`config.mk`:
```
export PLATFORM = sky130hd
export DESIGN_NAME = clken_gen_multi
export DESIGN_NICKNAME = d
export VERILOG_FILES = /design/src/rtl/clken_gen_pkg.sv /design/src/rtl/clken_gen_ch.sv /design/src/rtl/clken_gen_multi.sv
export SDC_FILE = /design/constraint.sdc
export NUM_CORES = 1
export LEC_CHECK = 0
export ABC_AREA = 1
export BUFFER_PORTS_ARGS = -buffer_cell sky130_fd_sc_hd__clkbuf_2
export CORE_ASPECT_RATIO = 1.5
export CORE_MARGIN = 10
export CORE_UTILIZATION = 45
export CTS_BUF_LIST = sky130_fd_sc_hd__clkbuf_8 sky130_fd_sc_hd__clkbuf_16
export DETAILED_ROUTE_END_ITERATION = 10
export GPL_ROUTABILITY_DRIVEN = 1
export PLACE_DENSITY = 0.58
export RECOVER_POWER = 25
export SLEW_MARGIN = 20
export SYNTH_ARGS = -nofsm -noshare
export SYNTH_HDL_FRONTEND = slang
export SYNTH_SLANG_ARGS = --single-unit
```
`constraint.sdc`:
```
create_clock -name refclk -period 7.92 [get_ports refclk]
set_clock_uncertainty 0.1 [all_clocks]
set_input_delay 1.584 -clock refclk [delete_from_list [all_inputs] [get_ports refclk]]
set_output_delay 1.584 -clock refclk [all_outputs]
set_load 0.005 [all_outputs]
```
`src/rtl/clken_gen_pkg.sv`:
```
// Shared types and helpers for the clken_gen_multi clock-enable generator.
// Defining CLKGEN_DUTY_EN adds a programmable high-time field to the channel config.
package clken_gen_pkg;

    // Internal config field width; DIV_W of the generator must not exceed CFG_W-2.
    localparam int CFG_W = 32;

    typedef enum logic [1:0] {
        S_LOAD,
        S_SETTLE,
        S_LOCKED
    } state_t;

    typedef struct packed {
        logic [CFG_W-1:0] div;
        logic [CFG_W-1:0] phase;
`ifdef CLKGEN_DUTY_EN
        logic [CFG_W-1:0] high;
`endif
    } ch_cfg_t;

    // Phase must already be clamped to div.
    function automatic logic [CFG_W-1:0] load_value(input logic [CFG_W-1:0] div,
                                                    input logic [CFG_W-1:0] phase);
        return (phase == '0) ? '0 : div + CFG_W'(1) - phase;
    endfunction

    function automatic logic [CFG_W-1:0] default_high(input logic [CFG_W-1:0] div);
        return (div + CFG_W'(2)) >> 1;
    endfunction

endpackage

```
`src/rtl/clken_gen_ch.sv`:
```
// One clock-enable channel: counter preset on load, free-running wrap at div,
// enable strobe at count 0 and divided level while count < high time.
module clken_gen_ch
    import clken_gen_pkg::*;
#(
    parameter int DIV_W   = 16,
    parameter int DEF_DIV = 19
) (
    input  logic    clk,
    input  logic    rst_n,
    input  logic    i_load,
    input  logic    i_run,
    input  ch_cfg_t i_cfg,
    output logic    o_outclk,
    output logic    o_clken
);

    localparam logic [CFG_W-1:0] DEF_DIV_W  = CFG_W'(DEF_DIV);
    localparam logic [CFG_W-1:0] DEF_HIGH_W = default_high(DEF_DIV_W);

    logic [DIV_W-1:0] r_cnt;
    logic [DIV_W-1:0] r_div;
    logic [DIV_W:0]   r_high;
    logic [CFG_W-1:0] w_load_full;
    logic [CFG_W-1:0] w_high_full;
    logic             w_unused;

    assign w_load_full = load_value(i_cfg.div, i_cfg.phase);
`ifdef CLKGEN_DUTY_EN
    assign w_high_full = i_cfg.high;
`else
    assign w_high_full = default_high(i_cfg.div);
`endif

    // Upper config bits are zero by construction and are intentionally dropped.
    assign w_unused = ^{i_cfg.div[CFG_W-1:DIV_W], w_load_full[CFG_W-1:DIV_W],
                        w_high_full[CFG_W-1:DIV_W+1]};

    always_ff @(posedge clk or negedge rst_n) begin
        if (!rst_n) begin
            r_cnt  <= '0;
            r_div  <= DEF_DIV_W[DIV_W-1:0];
            r_high <= DEF_HIGH_W[DIV_W:0];
        end else if (i_load) begin
            r_div  <= i_cfg.div[DIV_W-1:0];
            r_high <= w_high_full[DIV_W:0];
            r_cnt  <= w_load_full[DIV_W-1:0];
        end else if (i_run) begin
            r_cnt <= (r_cnt == r_div) ? '0 : r_cnt + DIV_W'(1);
        end
    end

    assign o_clken  = i_run && (r_cnt == '0);
    assign o_outclk = i_run && ({1'b0, r_cnt} < r_high);

endmodule

```
`src/rtl/clken_gen_multi.sv`:
```
// Multi-channel clock-enable generator: per-channel shadow config, apply/lock FSM.
// Optional CLKGEN_DUTY_EN adds cfg_high for a programmable per-channel high time.
module clken_gen_multi
    import clken_gen_pkg::*;
#(
    parameter int NUM_CH   = 5,
    parameter int DIV_W    = 16,
    parameter int DEF_DIV  = 19,
    parameter int LOCK_CYC = 64,
    parameter int CH_W     = (NUM_CH > 1) ? $clog2(NUM_CH) : 1
) (
    input  logic              refclk,
    input  logic              rst_n,
    input  logic              cfg_we,
    input  logic [CH_W-1:0]   cfg_ch,
    input  logic [DIV_W-1:0]  cfg_div,
    input  logic [DIV_W-1:0]  cfg_phase,
`ifdef CLKGEN_DUTY_EN
    input  logic [DIV_W-1:0]  cfg_high,
`endif
    input  logic              cfg_apply,
    output logic [NUM_CH-1:0] outclk,
    output logic [NUM_CH-1:0] clken,
    output logic              locked
);

    localparam int               LK_W      = (LOCK_CYC > 1) ? $clog2(LOCK_CYC) : 1;
    localparam logic [CFG_W-1:0] DEF_DIV_W = CFG_W'(DEF_DIV);

    state_t          r_state;
    state_t          w_state_next;
    logic [LK_W-1:0] r_settle;
    logic            w_load;
    logic            w_run;

    always_ff @(posedge refclk or negedge rst_n) begin
        if (!rst_n) begin
            r_state  <= S_LOAD;
            r_settle <= '0;
        end else begin
            r_state  <= w_state_next;
            r_settle <= (r_state == S_SETTLE) ? r_settle + LK_W'(1) : '0;
        end
    end

    always_comb begin
        w_state_next = r_state;
        w_load       = 1'b0;
        w_run        = 1'b0;
        locked       = 1'b0;
        case (r_state)
            S_LOAD: begin
                w_load       = 1'b1;
                w_state_next = S_SETTLE;
            end
            S_SETTLE: begin
                w_run = 1'b1;
                if (r_settle == LK_W'(LOCK_CYC - 1))
                    w_state_next = S_LOCKED;
            end
            S_LOCKED: begin
                w_run  = 1'b1;
                locked = 1'b1;
            end
            default: w_state_next = S_LOAD;
        endcase
        // Apply wins from any state; a write in the same cycle is already in the shadow by then.
        if (cfg_apply)
            w_state_next = S_LOAD;
    end

    for (genvar gi = 0; gi < NUM_CH; gi++) begin : g_ch
        ch_cfg_t r_shadow;
        ch_cfg_t w_commit;

        always_ff @(posedge refclk or negedge rst_n) begin
            if (!rst_n) begin
                r_shadow.div   <= DEF_DIV_W;
                r_shadow.phase <= '0;
`ifdef CLKGEN_DUTY_EN
                r_shadow.high  <= default_high(DEF_DIV_W);
`endif
            end else if (cfg_we && (cfg_ch == CH_W'(gi))) begin
                r_shadow.div   <= CFG_W'(cfg_div);
                r_shadow.phase <= CFG_W'(cfg_phase);
`ifdef CLKGEN_DUTY_EN
                r_shadow.high  <= CFG_W'(cfg_high);
`endif
            end
        end

        always_comb begin
            w_commit = r_shadow;
            if (r_shadow.phase > r_shadow.div)
                w_commit.phase = r_shadow.div;
`ifdef CLKGEN_DUTY_EN
            if (r_shadow.high == '0)
                w_commit.high = CFG_W'(1);
            else if (r_shadow.high > r_shadow.div + CFG_W'(1))
                w_commit.high = r_shadow.div + CFG_W'(1);
`endif
        end

        clken_gen_ch #(
            .DIV_W   (DIV_W),
            .DEF_DIV (DEF_DIV)
        ) u_ch (
            .clk      (refclk),
            .rst_n    (rst_n),
            .i_load   (w_load),
            .i_run    (w_run),
            .i_cfg    (w_commit),
            .o_outclk (outclk[gi]),
            .o_clken  (clken[gi])
        );
    end

endmodule
```
==> results.sh <==
export IMPL_met3_length_um=2810
export IMPL_status="complete, but fails checks"
export IMPL_reg2reg_depth=5
export IMPL_power_density_mw_per_mm2=431
export IMPL_met1_length_um=37800
export IMPL_num_rows=114
export IMPL_hold_depth=1
export IMPL_required_ps=6240
export IMPL_first_iter_violations=1546
export IMPL_critical_path_arrival_ps=3570
export IMPL_antenna_left=0
export IMPL_antenna_found_initial=0
export IMPL_crit_path_max_fanout=6
export IMPL_dieArea_mm2=0.0761
export IMPL_setup_viol=0
export IMPL_netlist_area_mm2=0.0294
export IMPL_dp_hpwl_um=64700
export IMPL_grt_pass1_wl_um=137000
export IMPL_cts_buffer_depth=3
export IMPL_grt_max_degree=152
export IMPL_clock_fmax_mhz=190
export IMPL_rsz0062_at_grt="no"
export IMPL_violations="max-capacitance violations, max-slew violations"
export IMPL_cts_setup_buffers=0
export IMPL_overflow=0
export IMPL_synth_seq_cells=408
export IMPL_die_x_um=229
export IMPL_synthDistinctLibCells=56
export IMPL_place_inst=4732
export IMPL_drc=0
export IMPL_drt_pass1_iterations=5
export IMPL_cts_root_buf="clkbuf_16"
export IMPL_ys_warn_count=0
export IMPL_htreeDepth=2
export IMPL_top_layer="met4"
export IMPL_vdd_drop_max_mv=0.313
export IMPL_avgSynthCellArea_um2=7.49
export IMPL_postLayoutCellArea_mm2=0.0320
export IMPL_io_buffers=49
export IMPL_start_util_pct=45.5
export IMPL_finalHoldViolations=0
export IMPL_slew_headroom_pct=-134
export IMPL_holdBufCountCts=0
export IMPL_fillers=6467
export IMPL_worstReg2RegStart="r_state[1]$_DFFE_PN0P_"
export IMPL_finalWorstPathRequiredPeriod_ps=5250
export IMPL_vias_per_cell=5.24
export IMPL_cts_resized=0
export IMPL_placed_cell_area_mm2=0.0303
export IMPL_grt_pass1_vias=24600
export IMPL_place_congestion=0.882
export IMPL_syn_inst=3924
export IMPL_core_mm2=0.0646
export IMPL_dr_wl_met2_um=42500
export IMPL_worstMarginPinSlew_ps=3510
export IMPL_nets=4274
export IMPL_period_share_pct=66.3
export IMPL_synth_edff_count=0
export IMPL_hp_class="register to register"
export IMPL_worstSetupPathType="register to output port"
export IMPL_layout_area_overhead_vs_synth_pct=8.93
export IMPL_fin_ws_ps=2670
export IMPL_cts_tree="yes"
export IMPL_io_pins=50
export IMPL_hold_end="r_settle[0]$_DFF_PN0_"
export IMPL_startpoint_type="register"
export IMPL_ys_seq_area_share_pct=34.9
export IMPL_synth_nets=4289
export IMPL_clock_sinks=408
export IMPL_die_h_um=333
export IMPL_clk_latency_ps=610
export IMPL_cp_end_kind="output port"
export IMPL_async_reset_ff_share_pct=100
export IMPL_regToRegEndpoint="g_ch[1].u_ch.r_high[11]$_DFFE_PN0P_"
export IMPL_drt_total_wl_um=86000
export IMPL_layout_cells_non_filler=4819
export IMPL_drive_above_1_share_pct=6.23
export IMPL_dp_worst_setup_slack_ps=3140
export IMPL_vias=25200
export IMPL_cts_inserted_buffers=45
export IMPL_synth_ff_type="dfrtp_1"
export IMPL_p_leak_nw=16.3
export IMPL_grt_total_usage_pct=22.3
export IMPL_reg2reg_slack_ps=2970
export IMPL_hold_path_startpoint="r_settle[0]$_DFF_PN0_"
export IMPL_max_cap_viol_count=3
export IMPL_tns_ps=0
export IMPL_wl_per_cell_um=17.8
export IMPL_clkSlewWorstSetupHoldPaths_ps=60
export IMPL_slew_violations=188
## worst max-delay path: stages, from the launching register on
cell and delay, ps:
dfrtp_1 400, inv_1 100, ha_1 940, inv_1 690, nor3_1 620, clkbuf_2 220
## metal layers
| metal | up-vias | track usage [%] |
|---|---|---|
| li1 | 12900 | - |
| met1 | 11800 | 27.8 |
| met2 | 444 | 39.3 |
| met3 | 125 | 2.37 |
| met4 | 0 | 8.00 |
| met5 | - | 0 |
## cells in the mapped netlist (7+ instances only)
cell	instances	share of area (%)
dfstp_2	40	3.6
buf_6	9	0.34
o211ai_1	8	0.20
nor2_1	281	3.6
o22ai_1	18	0.38
o221ai_1	42	1.3
dfrtp_1	368	31
buf_1	15	0.19
a21boi_0	7	0.18
o21a_1	12	0.31
clkbuf_1	75	0.96
a21oi_1	175	3.0
a21o_1	18	0.46
a21oi_2	10	0.30
nor4_1	21	0.45
o31ai_1	10	0.26
xor2_1	85	2.5
nand2_2	19	0.40
buf_4	14	0.36
nand4_1	52	1.1
o21ai_0	350	6.0
nor3_1	44	0.75
a22oi_1	12	0.31
inv_1	593	7.6
ha_1	321	14
buf_2	11	0.19
xnor2_1	40	1.2
nand3b_1	10	0.26
o21bai_1	9	0.23
nand2_1	890	11
nand3_1	286	4.9
## cells by family (layout without fill, tap and decap cells)
| group | Yosys count | after routing | synth area share, % |
|---|---|---|---|
| DFF | 408 | 408 | 34.9 |
| xor gates and xnor gates | 125 | 125 | 3.73 |
| and+or+nand+nor | 1637 | 1637 | 23.9 |
| AOI/OAI and AO/OA | 706 | 706 | 13.7 |
| other | 0 | 3 | 0 |
| adders and majority gates | 326 | 326 | 14.0 |
| buffers and inverters | 722 | 744 | 9.68 |
## worst max path at each step
stage,from,endpoint,slack [ps],depth (start not counted)
after floorplan,g_ch[3].r_shadow[33]$_DFFE_PN1P_,g_ch[3].u_ch.r_cnt[12]$_DFFE_PN0P_,4090,25
after global placement,g_ch[3].r_shadow[33]$_DFFE_PN1P_,g_ch[3].u_ch.r_cnt[12]$_DFFE_PN0P_,3150,24
after detailed placement,g_ch[3].r_shadow[46]$_DFFE_PN0P_,g_ch[3].u_ch.r_cnt[12]$_DFFE_PN0P_,3140,20
after CTS,g_ch[4].u_ch.r_high[1]$_DFFE_PN1P_,outclk[4],3010,12
after global routing,r_state[1]$_DFFE_PN0P_,g_ch[1].u_ch.r_high[11]$_DFFE_PN0P_,2470,5
final,r_state[1]$_DFFE_PN0P_,outclk[4],2670,5
## power by group
group          total, W  switching, W  internal, W
clock network   0.00248      0.000955      0.00153
logic           0.00759       0.00475      0.00284
registers       0.00372      0.000815      0.00291
total            0.0138       0.00652      0.00727
## stage by stage
stage / utilization (%) / power (W) / hold WS, ps
6_report: 49.5 / 0.0138 / 356
5_1_grt: 49.5 / 0.0152 / 373
4_1_cts: 49.6 / 0.0139 / 359
3_5_place_dp: 46.9 / 0.0114 / 351
3_3_place_gp: 46.9 / 0.0113 / 354
2_1_floorplan: - / 0.00932 / 331
## registers in the layout (all words and copies together) (netlist names)
register,cells
g_ch.r_shadow,160
g_ch.u_ch.r_cnt,80
g_ch.u_ch.r_div,80
g_ch.u_ch.r_high,80
r_settle,6
r_state,2
## layout make-up
cell class	count	area, µm²	share of cell area, %
diodes	3	7.51	0.0235
clock buffers	53	1260	3.93
clock inverters	31	469	1.47
inverters	598	2250	7.02
multi-input cells	2794	16300	50.9
flip-flops and latches	408	10300	32.1
well taps	870	1090	3.40
repair buffers	62	374	1.17
## layout by cell type, fill, tap and decap left out, types with 47 or more instances in the layout
| master | instances |
|---|---|
| clkbuf_2 | 47 |
| xor2_1 | 85 |
| nor2_1 | 280 |
| clkbuf_16 | 47 |
| a21oi_1 | 175 |
| nand3_1 | 283 |
| nand4_1 | 52 |
| inv_1 | 599 |
| nand2_1 | 888 |
| ha_1 | 321 |
| o21ai_0 | 350 |
| dfrtp_1 | 368 |
No activity file was read; power rests on OpenSTA's default activity.
